$ cat config.mk
export PLATFORM = sky130hd
export DESIGN_NAME = alarm_bank
export DESIGN_NICKNAME = d
export VERILOG_FILES = /design/src/rtl/alarm_pkg.sv /design/src/rtl/alarm_channel.sv /design/src/rtl/alarm_bank.sv
export SDC_FILE = /design/constraint.sdc
export NUM_CORES = 1
export LEC_CHECK = 0
export ABC_AREA = 0
export CORE_ASPECT_RATIO = 0.9
export CORE_UTILIZATION = 40
export CTS_BUF_LIST = sky130_fd_sc_hd__clkbuf_8 sky130_fd_sc_hd__clkbuf_16
export CTS_CLUSTER_SIZE = 10
export DETAILED_ROUTE_END_ITERATION = 16
export PLACE_DENSITY = 0.6
export SLEW_MARGIN = 5
export SYNTH_ARGS = -nofsm -noshare
export SYNTH_HDL_FRONTEND = slang
export SYNTH_SLANG_ARGS = --single-unit
$ cat constraint.sdc
create_clock -name clk -period 7 [get_ports clk]
set_input_delay 1.4 -clock clk [delete_from_list [all_inputs] [get_ports clk]]
set_output_delay 1.4 -clock clk [all_outputs]
set_load 0.01 [all_outputs]
$ cat src/rtl/alarm_pkg.sv
// Shared types and time helpers for the alarm bank.
// Latency: none (types, constants and combinational helpers only).
// Backpressure: none.
package alarm_pkg;

    localparam int TIME_W = 7;
    localparam logic [TIME_W-1:0] MIN_MAX  = 7'd59;
    localparam logic [TIME_W-1:0] HOUR_MAX = 7'd23;

    typedef enum logic [1:0] {
        CH_IDLE,
        CH_RINGING,
        CH_SNOOZED
    } ch_state_t;

    typedef struct packed {
        logic [TIME_W-1:0] hour;
        logic [TIME_W-1:0] min;
    } hm_t;

    // inc is at most 59, so one minute wrap and one hour carry are enough.
    function automatic hm_t add_minutes(hm_t t, logic [TIME_W-1:0] inc);
        hm_t               r;
        logic [TIME_W-1:0] m;
        m      = t.min + inc;
        r.hour = t.hour;
        r.min  = m;
        if (m > MIN_MAX) begin
            r.min  = m - (MIN_MAX + 7'd1);
            r.hour = (t.hour == HOUR_MAX) ? '0 : t.hour + 7'd1;
        end
        return r;
    endfunction

endpackage

$ cat src/rtl/alarm_channel.sv
// One alarm channel: config storage, idle/ringing/snoozed FSM, ring counter, snooze target.
// Latency: ring/snoozed reflect a trigger, snooze, dismiss or write one cycle later.
// Backpressure: none; every strobe is consumed in the cycle it is presented.
module alarm_channel
    import alarm_pkg::*;
#(
    parameter int RING_SECS  = 60,
    parameter int SNOOZE_MIN = 5
) (
    input  logic              clk,
    input  logic              rst,
    input  logic              sec_tick,
    input  logic [TIME_W-1:0] cur_sec,
    input  hm_t               cur_time,
    input  logic              wr_vld,
    input  hm_t               wr_time,
    input  logic              wr_enable,
    input  logic              snooze,
    input  logic              dismiss,
    output logic              ring,
    output logic              snoozed
);

    localparam logic [7:0]        RING_LOAD = 8'(RING_SECS);
    localparam logic [TIME_W-1:0] SNZ_INC   = TIME_W'(SNOOZE_MIN);

    ch_state_t  st, st_nxt;
    hm_t        set_t, set_nxt;
    hm_t        snz_t, snz_nxt;
    logic       en, en_nxt;
    logic [7:0] ring_cnt, cnt_nxt;

    logic minute_edge, hit_set, hit_snz;

    assign minute_edge = sec_tick && (cur_sec == '0);
    assign hit_set     = minute_edge && (cur_time == set_t);
    assign hit_snz     = minute_edge && (cur_time == snz_t);

    always_ff @(posedge clk) begin
        if (rst) begin
            st       <= CH_IDLE;
            set_t    <= '0;
            snz_t    <= '0;
            en       <= 1'b0;
            ring_cnt <= '0;
        end else begin
            st       <= st_nxt;
            set_t    <= set_nxt;
            snz_t    <= snz_nxt;
            en       <= en_nxt;
            ring_cnt <= cnt_nxt;
        end
    end

    // Priority: write > dismiss > snooze > second tick / minute trigger.
    always_comb begin
        st_nxt  = st;
        set_nxt = set_t;
        snz_nxt = snz_t;
        en_nxt  = en;
        cnt_nxt = ring_cnt;
        if (wr_vld) begin
            set_nxt = wr_time;
            en_nxt  = wr_enable;
            st_nxt  = CH_IDLE;
            cnt_nxt = '0;
        end else begin
            unique case (st)
                CH_IDLE: begin
                    if (en && hit_set) begin
                        st_nxt  = CH_RINGING;
                        cnt_nxt = RING_LOAD;
                    end
                end
                CH_RINGING: begin
                    if (dismiss) begin
                        st_nxt  = CH_IDLE;
                        cnt_nxt = '0;
                    end else if (snooze) begin
                        st_nxt  = CH_SNOOZED;
                        snz_nxt = add_minutes(cur_time, SNZ_INC);
                        cnt_nxt = '0;
                    end else if (sec_tick) begin
                        if (ring_cnt <= 8'd1) begin
                            st_nxt  = CH_IDLE;
                            cnt_nxt = '0;
                        end else begin
                            cnt_nxt = ring_cnt - 8'd1;
                        end
                    end
                end
                CH_SNOOZED: begin
                    if (dismiss) begin
                        st_nxt = CH_IDLE;
                    end else if (hit_snz) begin
                        st_nxt  = CH_RINGING;
                        cnt_nxt = RING_LOAD;
                    end
                end
                default: st_nxt = CH_IDLE;
            endcase
        end
    end

    assign ring    = (st == CH_RINGING);
    assign snoozed = (st == CH_SNOOZED);

endmodule

$ cat src/rtl/alarm_bank.sv
// Bank of N_CH independent alarm channels with write decode and lowest-index ring encoder.
// Latency: ring_vec/snooze_vec one cycle after the causing input; alarm/ring_id add none.
// Backpressure: none; writes with an out-of-range channel or time are dropped.
module alarm_bank
    import alarm_pkg::*;
#(
    parameter  int N_CH       = 4,
    parameter  int RING_SECS  = 60,
    parameter  int SNOOZE_MIN = 5,
    localparam int CH_W       = (N_CH > 1) ? $clog2(N_CH) : 1
) (
    input  logic              clk,
    input  logic              rst,
    input  logic              sec_tick,
    input  logic [TIME_W-1:0] cur_sec,
    input  logic [TIME_W-1:0] cur_min,
    input  logic [TIME_W-1:0] cur_hour,
    input  logic              wr_en,
    input  logic [CH_W-1:0]   wr_sel,
    input  logic [TIME_W-1:0] wr_hour,
    input  logic [TIME_W-1:0] wr_min,
    input  logic              wr_enable,
    input  logic              snooze,
    input  logic              dismiss,
    output logic [N_CH-1:0]   ring_vec,
    output logic [N_CH-1:0]   snooze_vec,
    output logic              alarm,
    output logic [CH_W-1:0]   ring_id
);

    hm_t  cur_time, wr_time;
    logic wr_ok;

    assign cur_time = {cur_hour, cur_min};
    assign wr_time  = {wr_hour, wr_min};
    assign wr_ok    = wr_en && (32'(wr_sel) < 32'(N_CH))
                      && (wr_hour <= HOUR_MAX) && (wr_min <= MIN_MAX);

    for (genvar g = 0; g < N_CH; g++) begin : g_ch
        alarm_channel #(
            .RING_SECS  (RING_SECS),
            .SNOOZE_MIN (SNOOZE_MIN)
        ) u_ch (
            .clk       (clk),
            .rst       (rst),
            .sec_tick  (sec_tick),
            .cur_sec   (cur_sec),
            .cur_time  (cur_time),
            .wr_vld    (wr_ok && (wr_sel == CH_W'(g))),
            .wr_time   (wr_time),
            .wr_enable (wr_enable),
            .snooze    (snooze),
            .dismiss   (dismiss),
            .ring      (ring_vec[g]),
            .snoozed   (snooze_vec[g])
        );
    end

    assign alarm = |ring_vec;

    // Scan from the top so the lowest ringing index wins.
    always_comb begin
        ring_id = '0;
        for (int i = N_CH - 1; i >= 0; i--) begin
            if (ring_vec[i]) ring_id = CH_W'(i);
        end
    end

endmodule

---- Word-level counts from Yosys, hierarchy flattened ----
Index checks and enable logic that the tools add are counted.
storage, ports and cells
  memory bits (writable) .................. 0
  output and inout port bits .............. 11
  memories kept ........................... 0
  ROM bits ................................ 0
  input bits .............................. 44
  word-level logic and storage cells ...... 207
  latch bits .............................. 0
  flip-flop bits (word level) ............. 156
cells by class
  eq/ne operators ......................... 44
  multiply operators ...................... 0
  shifts and indexed selects .............. 0
  reduce and logical (&&, ||, !) cells .... 46
  divide/modulo/power cells ............... 0
  $add $sub $neg .......................... 7
  $lt $le $gt $ge ......................... 7
  bitwise gates (word level) .............. 5
  mux-type cells .......................... 70
operators with widths
  kind                                                                              number
  8-bit two-way mux                                                                 28
  14-bit equality test                                                              8
  8-bit one-hot mux with 3 select lines                                             4
  2-bit two-way mux                                                                 32
  8-bit by 1-bit less-or-equal comparator with 1-bit output, second input constant  4
  4-bit inequality test, second input constant                                      8
  4-bit AND reduction                                                               8
  8-bit by 1-bit subtractor with 8-bit output, second input constant                4
  2-bit one-hot mux with 3 select lines                                             4
  5-bit AND reduction                                                               4
  1-bit logical AND                                                                 19
  2-bit inequality test, second input constant                                      8
  14-bit two-way mux                                                                1
  2-bit equality test, second input constant                                        6
  3-bit inequality test, second input constant                                      4
  3-bit nonzero test                                                                4
  2-bit by 1-bit equality test with 1-bit output, second input constant             5
  2-bit zero test                                                                   5
  2-bit by 1-bit inequality test with 1-bit output, second input constant           4
  2-bit OR reduction                                                                4
  7-bit by 1-bit adder with 7-bit output, second input constant                     1
  7-bit by 3-bit adder with 7-bit output, second input constant                     1
  7-bit by 5-bit equality test with 1-bit output, second input constant             1
  7-bit by 6-bit greater-than comparator with 1-bit output, second input constant   1
  other kinds (7)                                                                   11

---- Longest topological paths before layout ----
Gate-level depths: netlist of the first run.
  depth after elaboration ................. 6
  depth in mapped cells ................... 11

---- Hierarchy ----
From an unflattened synthesis of the first run, not the netlist that was laid out.
second synthesis, totals
  cells, all modules ...................... 1169
  area, all modules ....................... 9885.7 um2
by module, submodules not included
  module                            sequential area each (um2)  area an instance (um2)  times used  cells an instance
  alarm_channel (g_ch[0].u_ch ...)  780.7                       2423.6                  3           284
  alarm_channel (g_ch[3].u_ch)      780.7                       2501.1                  1           299
  alarm_bank                        0.0                         113.9                   1           18

---- Worst setup path after synthesis of the first run ----
Ideal clock, no wire load.
  kind .................................... input-to-reg
  start ................................... input port cur_min[0]
  end ..................................... register g_ch[2].u_ch.snz_t[7] (netlist bit)
  library setup time ...................... 0.137 ns
  cell stages on the path ................. 11
  path slack .............................. 3.413 ns
  data arrival time ....................... 3.450 ns
  cells stage by stage .................... buf_2 > buf_2 > inv_1 > ha_1 > nor2_1 > o21ai_0 > a221oi_2 > nand2b_1 > buf_6 > mux2i_1 > a211oi_1
on the way
  longest elaborated chain between the ends .. 3
RTL lines
  item                                                      RTL line             RTL
  from (decl)                                               alarm_bank.sv:16     input logic [TIME_W-1:0] cur_min,
  7-bit by 3-bit adder with 7-bit output                    alarm_pkg.sv:25      m = t.min + inc;
  7-bit by 6-bit greater-than comparator with 1-bit output  alarm_pkg.sv:28      if (m > MIN_MAX) begin
  14-bit two-way mux                                        alarm_pkg.sv:28
  to (signal assigned)                                      alarm_channel.sv:49  snz_t <= snz_nxt;
  to (decl)                                                 alarm_channel.sv:29  hm_t snz_t, snz_nxt;
Every way passes these cells.
A chain may end at the register's enable or synchronous reset.

---- Final worst setup path of the first run ----
  start ................................... input port cur_min[0]
  end ..................................... register g_ch[2].u_ch.snz_t[8] (netlist bit)
Same word-level chain as after synthesis.

==> results of run 1 <==
metal layers:
| metal | track usage | up-vias |
|---|---|---|
| li1 | - | 3561 |
| met3 | 0.0480 | 23 |
| met5 | 0 | - |
| met1 | 0.331 | 3426 |
| met4 | 0.0619 | 0 |
| met2 | 0.309 | 217 |
flip-flops by register name, indices dropped and copies added, names as in the netlist:
| register | count |
|---|---|
| g_ch.u_ch.set_t | 56 |
| g_ch.u_ch.snz_t | 56 |
| g_ch.u_ch.ring_cnt | 32 |
| g_ch.u_ch.st | 8 |
| g_ch.u_ch.en | 4 |
kinds of logic (layout without fill, tap and decap cells):
logic type	after synthesis	count (layout)	share of synthesized area
adder cells (fa/ha/maj)	13	13	0.0192
AO/OA/AOI/OAI	224	224	0.174
flip-flops	156	156	0.368
multiplexers	39	39	0.0460
buffers and inverters	101	119	0.0561
AND/OR/NAND/NOR	336	336	0.210
XOR/XNOR	122	122	0.126
power breakdown:
group / total (mW) / internal, mW / switching (mW)
combinational: 0.170 / 0.0627 / 0.108
sequential: 0.890 / 0.889 / 0.00100
clock: 0.875 / 0.491 / 0.383
worst max-delay path, stage by stage:
cell             delay (ns)
clkdlybuf4s50_1        0.79
ha_1                   0.48
xnor2_1                0.36
inv_1                  0.12
ha_1                   0.22
nand2_1                0.06
o21ai_0                0.12
a221oi_2               0.54
nand2b_1               0.37
mux2i_1                0.41
a211oi_1               0.13
area by class of cell:
type,instances,share of cell area
multi-input combinational,734,0.509
sequential,156,0.324
timing repair buffer,64,0.0636
clock buffer,18,0.0456
tap,286,0.0371
clock inverter,13,0.0110
inverter,24,0.00934
placed cells by master, fill, tap and decap left out, types with 18 or more instances in the layout:
| cell | Yosys | final |
|---|---|---|
| dfxtp_1 | 156 | 156 |
| nor2_1 | 122 | 122 |
| xnor2_1 | 105 | 105 |
| a21oi_1 | 53 | 53 |
| clkdlybuf4s50_1 | 0 | 53 |
| o21ai_0 | 45 | 45 |
| a211oi_1 | 43 | 43 |
| nand4_1 | 39 | 39 |
| mux2i_1 | 39 | 39 |
| nand2_1 | 33 | 33 |
| inv_1 | 23 | 26 |
| a31oi_1 | 18 | 18 |
how the worst max path moves through the flow:
| stage | from | endpoint | slack, ns |
|---|---|---|---|
| floorplan | cur_min[0] | g_ch[2].u_ch.snz_t[7] | 3.41 |
| global placement | cur_min[0] | g_ch[2].u_ch.snz_t[8] | 1.93 |
| detailed placement | cur_min[0] | g_ch[2].u_ch.snz_t[8] | 1.90 |
| CTS | cur_min[0] | g_ch[2].u_ch.snz_t[8] | 2.34 |
| global route | cur_min[0] | g_ch[3].u_ch.snz_t[8] | 1.86 |
| finish | cur_min[0] | g_ch[2].u_ch.snz_t[8] | 2.27 |
per-stage QoR:
stage | util | power, mW | hold slack (ns) | worst slack (ns)
floorplan | - | 1.02 | 0.449 | 3.41
global placement | 0.438 | 1.08 | 0.458 | 1.93
detailed placement | 0.438 | 1.08 | 0.460 | 1.90
CTS | 0.464 | 1.95 | 0.469 | 2.34
global route | 0.464 | 2.00 | 0.484 | 1.86
finish | 0.464 | 1.94 | 0.468 | 2.27
==> flow_summary.json, run 1 <==
{
  "final-setup-viol-count": 0,
  "synth.most_common_cell": "dfxtp_1",
  "layout-drive-gt1-share": 0.0624,
  "leakage_nw": 3.09,
  "hold_end": "g_ch[0].u_ch.snz_t[2]",
  "cts_tree": "built",
  "fmax_mhz": 211,
  "reg2reg_slack_ns": 4.14,
  "syn-num-nets": 1048,
  "initial_core_util": 0.408,
  "power_density_nw_per_um2": 201,
  "min_from": "g_ch[0].u_ch.snz_t[2]",
  "regToRegStartpoint": "g_ch[3].u_ch.snz_t[1]",
  "detail_route.wl_per_cell_um": 18.1,
  "hold_buffers": 0,
  "met3_length_um": 1400,
  "design_area_um2": 9640,
  "holdPathStages": 2,
  "dp_hpwl_um": 16300,
  "synth_area_leaders": "dfxtp_1, xnor2_1, nor2_1, mux2i_1, a211oi_1",
  "drtAntennaViolNets": 0,
  "cp.arrival_ns": 5.00,
  "min_path_type": "flop to flop",
  "dp.cells": 1264,
  "slew_violations": 0,
  "synthCells": 991,
  "hold_viol_final": 0,
  "drtIter0Drc": 650,
  "ys_warn_count": 0,
  "r2r-end": "g_ch[3].u_ch.ring_cnt[1]",
  "viasPerCell": 5.58,
  "clk_path_buf_depth": 2,
  "core_area_um2": 20800,
  "rows": 50,
  "netlist-cell-type-count": 64,
  "cp-start-kind": "input port",
  "post-cts-setup-buffer-count": 0,
  "h-tree-depth": 4,
  "synth_top_area_cell": "dfxtp_1",
  "max-slew-margin-rel": 0.336,
  "instances_no_fill": 1295,
  "io_buffer_count": 54,
  "register_area_um2": 3120,
  "clockRootBuffer": "clkbuf_16",
  "nFillCells": 2058,
  "ir_worst_vdd_mv": 0.0979,
  "endpoint_kind": "flop",
  "wl_met2_um": 9740,
  "netlist_top_cells_count": "dfxtp_1, nor2_1, xnor2_1",
  "rsz0062_at_grt": "no",
  "dpl_cell_area_um2": 9090,
  "syn_area_per_cell_um2": 8.56,
  "fp.dieW_um": 155,
  "grt_pass1_vias": 6456,
  "post-route-drc-count": 0,
  "area_delta_synth_final_pct": 13.7,
  "die-area_um2": 21800,
  "routed_wl_um": 23400,
  "worstMarginPinSlew_ns": 0.991,
  "fin_tns_setup_ns": 0,
  "period_share": 0.676,
  "vias": 7227,
  "synth_edf_count": 0,
  "crit_type": "input port to flop",
  "cts_made_buffers": 17,
  "required_ns": 7.27,
  "postCtsResizedCells": 0,
  "synth_area_um2": 8480,
  "outcome": "finished, final reports clean",
  "met1Wirelength_um": 11900,
  "nets": 1054,
  "ys.flop_type": "dfxtp_1",
  "antenna_found_initial": 0,
  "clk_pin_slew_ns": 0.06,
  "yosysTopAreaCellShare": 0.368,
  "dieHeight_um": 140,
  "async_reset_ff_frac": 0,
  "reg2regPathDepth": 6,
  "ios": 55,
  "grt_pass1_wl_um": 36800,
  "yosysSeqAreaShare": 0.368,
  "highest_layer": "met4",
  "fin_crit_ns": 4.73,
  "overflow": 0,
  "synth-seq-cells": 156,
  "grt_use_total": 0.219,
  "grt_max_degree": 65,
  "numClockSinks": 156,
  "finClkSkew_ns": 0.0102,
  "dr.pass1.iters": 5,
  "drv_cap": 0,
  "clk_latency_ns": 0.43,
  "multi_input_area_um2": 4910,
  "place_congestion": 0.880,
  "diodes": 0,
  "crit_fanout": 16
}
Note: power is estimated with default switching activity, not from simulation.
==> run 2: changes to the inputs <==
==> constraint.sdc (replaced) <==
create_clock -name clk -period 4.5 [get_ports clk]
set_input_delay 0.9 -clock clk [delete_from_list [all_inputs] [get_ports clk]]
set_output_delay 0.9 -clock clk [all_outputs]
set_load 0.01 [all_outputs]
==> flow_summary.json, run 2 (same netlist as run 1, synthesis figures left out) <==
{
  "layout_commonest_cell": "dfxtp_1",
  "drv_cap": 0,
  "place_congestion": 0.906,
  "numClockSinks": 156,
  "crit_path_max_incr_delay_ns": 0.76,
  "dieHeight_um": 140,
  "viasPerCell": 5.55,
  "cp.arrival_ns": 3.87,
  "fin_crit_ns": 3.58,
  "clockRootBuffer": "clkbuf_16",
  "ios": 55,
  "fp.dieW_um": 155,
  "postCtsResizedCells": 0,
  "period_share": 0.796,
  "core_area_um2": 20800,
  "post-cts-setup-buffer-count": 0,
  "ir_worst_vdd_mv": 0.240,
  "outcome": "finished, final reports clean",
  "path_buf_inv": 2,
  "rows": 50,
  "slew_violations": 0,
  "hold_end": "g_ch[1].u_ch.snz_t[2]",
  "max-slew-margin-rel": 0.198,
  "slowest_stage": "clkdlybuf4s50_1",
  "rsz0062_at_grt": "no",
  "cp-start-kind": "input port",
  "die-area_um2": 21800,
  "power_density_nw_per_um2": 310,
  "vias": 7305,
  "initial_core_util": 0.408,
  "path_cells": "clkdlybuf4s50_1, xnor2_1, inv_1, ha_1, nand2_1, o21ai_0, a221oi_2, nand2b_1, mux2i_1, a211oi_1",
  "layout_common_cells": "dfxtp_1, nor2_1, xnor2_1",
  "reg2regPathDepth": 6,
  "hold_slack_ns": 0.478,
  "path_delay_family": "buffers and inverters",
  "grt_pass1_wl_um": 38600,
  "drtIter0Drc": 620,
  "h-tree-depth": 4,
  "routed_wl_um": 24200,
  "nets": 1074,
  "drtAntennaViolNets": 0,
  "dp_hpwl_um": 17200,
  "clk_pin_slew_ns": 0.06,
  "io_buffer_count": 54,
  "post-route-drc-count": 0,
  "grt_pass1_vias": 6731,
  "r2r-end": "g_ch[0].u_ch.ring_cnt[1]",
  "hold_buffers": 0,
  "min_path_type": "flop to flop",
  "crit_type": "input port to flop",
  "grt_use_total": 0.229,
  "leakage_nw": 3.20,
  "dr.pass1.iters": 6,
  "finClkSkew_ns": 0.0146,
  "regToRegStartpoint": "g_ch[0].u_ch.st[0]",
  "final-setup-viol-count": 0,
  "top_regs": "g_ch.u_ch.set_t x56, g_ch.u_ch.snz_t x56, g_ch.u_ch.ring_cnt x32",
  "area_delta_synth_final_pct": 15.5,
  "layout-drive-gt1-share": 0.0816,
  "cts_made_buffers": 17,
  "cts_tree": "built",
  "detail_route.wl_per_cell_um": 18.4,
  "clk_latency_ns": 0.43,
  "fmax_mhz": 279,
  "overflow": 0,
  "worstMarginPinSlew_ns": 1.20,
  "finalPower_mw": 3.04,
  "crit_fanout": 10,
  "diodes": 0,
  "endpoint_kind": "flop",
  "fin_tns_setup_ns": 0,
  "holdPathStages": 2,
  "min_from": "g_ch[1].u_ch.snz_t[2]",
  "hold_viol_final": 0,
  "required_ns": 4.79,
  "antenna_found_initial": 0,
  "reg2reg_slack_ns": 1.95,
  "grt_max_degree": 67,
  "clk_path_buf_depth": 2
}
run 2: routing by layer:
layer / up-vias / share of wire / track usage
met5: - / 0 / 0
met4: 0 / 0.016 / 0.0717
met3: 32 / 0.069 / 0.0418
met2: 253 / 0.42 / 0.331
met1: 3416 / 0.49 / 0.341
li1: 3604 / - / -
run 2: final cells by class:
| type | instances | area, µm² |
|---|---|---|
| inverters | 24 | 90.1 |
| multi-input cells | 734 | 4910 |
| flip-flops and latches | 156 | 3120 |
| clock inverters | 15 | 125 |
| repair buffers | 84 | 763 |
| clock buffers | 17 | 425 |
| well taps | 286 | 358 |
| fillers | 2063 | 11000 |
run 2: per-stage QoR:
stage | cell area [µm²] | setup slack [ns] | util | instances
5_1_grt | 9800 | 0.674 | 0.472 | 1316
4_1_cts | 9800 | 0.962 | 0.472 | 1316
2_1_floorplan | 8480 | 1.41 | - | 991
3_3_place_gp | 9250 | 0.534 | 0.445 | 1284
6_report | 9800 | 0.918 | 0.472 | 1316
3_5_place_dp | 9250 | 0.525 | 0.445 | 1284
run 2: worst max path at each step:
stage / start / end / cells past startpoint
6_report: cur_min[2] / g_ch[2].u_ch.snz_t[8] / 10
5_1_grt: cur_min[2] / g_ch[0].u_ch.snz_t[8] / 10
4_1_cts: cur_min[2] / g_ch[1].u_ch.snz_t[8] / 10
3_5_place_dp: cur_hour[0] / g_ch[0].u_ch.ring_cnt[1] / 7
3_3_place_gp: cur_hour[0] / g_ch[0].u_ch.ring_cnt[1] / 7
2_1_floorplan: cur_min[0] / g_ch[2].u_ch.snz_t[7] / 11
run 2: tightest hold or removal path: stages (launching register included):
cell and delay, ns:
dfxtp_1 0.32, nand2_1 0.06, a21oi_1 0.05
run 2: power breakdown:
part	switching [mW]	internal [mW]	total (mW)
clock	0.616	0.760	1.38
sequential	0.00171	1.38	1.38
combinational	0.171	0.106	0.277
total	0.789	2.25	3.04
==> run 3: changes to the inputs <==
==> constraint.sdc (replaced) <==
create_clock -name clk -period 3.5 [get_ports clk]
set_input_delay 0.7 -clock clk [delete_from_list [all_inputs] [get_ports clk]]
set_output_delay 0.7 -clock clk [all_outputs]
set_load 0.01 [all_outputs]
==> flow_summary.json, run 3 (same netlist as run 1, synthesis figures left out) <==
{
  "regToRegStartpoint": "g_ch[3].u_ch.snz_t[7]",
  "outcome": "finished, final reports clean",
  "numClockSinks": 156,
  "fin_tns_setup_ns": 0,
  "post-cts-setup-buffer-count": 0,
  "post-route-drc-count": 0,
  "endpoint_kind": "flop",
  "r2r-end": "g_ch[3].u_ch.ring_cnt[1]",
  "vias": 7375,
  "dpl_cell_area_um2": 9510,
  "cts_made_buffers": 17,
  "layout_commonest_cell": "dfxtp_1",
  "nets": 1100,
  "die-area_um2": 21800,
  "initial_core_util": 0.408,
  "reg2reg_slack_ns": 1.00,
  "nFillCells": 2029,
  "viasPerCell": 5.50,
  "min_path_type": "flop to flop",
  "final-setup-viol-count": 0,
  "slew_violations": 0,
  "diodes": 0,
  "hold_slack_ns": 0.475,
  "required_ns": 3.83,
  "io_buffer_count": 54,
  "dp_hpwl_um": 17100,
  "overflow": 0,
  "grt_use_total": 0.225,
  "h-tree-depth": 4,
  "crit_fanout": 12,
  "cp-start-kind": "input port",
  "cp.arrival_ns": 3.63,
  "detail_route.wl_per_cell_um": 17.7,
  "dr.pass1.iters": 5,
  "postCtsResizedCells": 0,
  "area_delta_synth_final_pct": 19.2,
  "hold_viol_final": 0,
  "design_area_um2": 10100,
  "place_congestion": 0.911,
  "reg2regPathDepth": 7,
  "instances_no_fill": 1342,
  "layout-drive-gt1-share": 0.107,
  "cts_tree": "built",
  "holdPathStages": 2,
  "top_regs": "g_ch.u_ch.set_t x56, g_ch.u_ch.snz_t x56, g_ch.u_ch.ring_cnt x32",
  "routed_wl_um": 23700,
  "leakage_nw": 3.37,
  "post-route-util": 0.487,
  "core_area_um2": 20800,
  "finClkSkew_ns": 0.0161,
  "ir_worst_vdd_mv": 0.280,
  "antenna_found_initial": 0,
  "period_share": 0.942,
  "grt_max_degree": 75,
  "rows": 50,
  "clockRootBuffer": "clkbuf_16",
  "power_density_nw_per_um2": 403,
  "ios": 55,
  "dp.cells": 1310,
  "hold_end": "g_ch[2].u_ch.snz_t[2]",
  "max-slew-margin-rel": 0.137,
  "crit_type": "input port to flop",
  "worstMarginPinSlew_ns": 1.29,
  "dieHeight_um": 140,
  "layout_common_cells": "dfxtp_1, nor2_1, xnor2_1",
  "fin_crit_ns": 3.30,
  "hold_buffers": 0,
  "drtIter0Drc": 613,
  "drtAntennaViolNets": 0,
  "grt_pass1_vias": 6765,
  "fmax_mhz": 303,
  "clk_path_buf_depth": 2,
  "drv_cap": 0,
  "clk_pin_slew_ns": 0.06,
  "min_from": "g_ch[2].u_ch.snz_t[2]",
  "rsz0062_at_grt": "no",
  "clk_latency_ns": 0.43,
  "fp.dieW_um": 155,
  "grt_pass1_wl_um": 38100
}
[run 3: cell types whose count changed in the layout (fill, tap and decap cells not counted), sizes merged]
cell      delta
buf         +26
clkbuf       +1
bufinv       +1
clkinv       +1
inv          -1
clkinvlp     -2
[run 3: worst max path at each step]
stage	from	end	slack, ns	cells after the start
floorplan	cur_min[0]	g_ch[2].u_ch.snz_t[8]	0.61	11
global placement	cur_sec[5]	g_ch[3].u_ch.ring_cnt[5]	-0.03	7
detailed placement	cur_sec[5]	g_ch[3].u_ch.ring_cnt[2]	-0.12	7
CTS	cur_sec[5]	g_ch[3].u_ch.ring_cnt[1]	0.32	7
global route	cur_sec[5]	g_ch[3].u_ch.ring_cnt[5]	0.13	7
finish	cur_sec[5]	g_ch[3].u_ch.ring_cnt[5]	0.20	7
[run 3: metrics by stage]
stage               total power [mW]  setup slack (ns)
global route                    4.21             0.126
detailed placement              2.21            -0.124
finish                          4.07             0.202
global placement                2.21           -0.0283
floorplan                       2.03             0.613
CTS                             4.10             0.320
[run 3: critical path, cell delays in order]
cell and delay [ns]:
clkdlybuf4s50_1 0.44, nor4b_4 0.47, nand2_1 0.27, nor4_1 0.63, a211oi_1 0.42, or2_2 0.43
o31ai_1 0.26
[run 3: area by class of cell]
class,instances,area (µm²),area share
Tap cell,286,358,0.0354
Clock buffer,18,439,0.0435
Timing Repair Buffer,110,1030,0.102
Sequential cell,156,3120,0.309
Inverter,24,90.1,0.00891
Clock inverter,14,158,0.0156
Multi-Input combinational cell,734,4900,0.485
[run 3: routing by layer]
metal	track usage	wire length [µm]	vias to the layer above
li1	-	-	3655
met1	0.330	11500	3453
met2	0.328	10200	244
met3	0.0501	1640	23
met4	0.0578	301	0
met5	0	0	-
[run 3: where the power goes]
part | switching, mW | internal [mW] | leakage [nW]
logic | 0.225 | 0.167 | 1.82
registers | 0.00210 | 1.78 | 1.26
clock network | 0.815 | 1.09 | 0.290
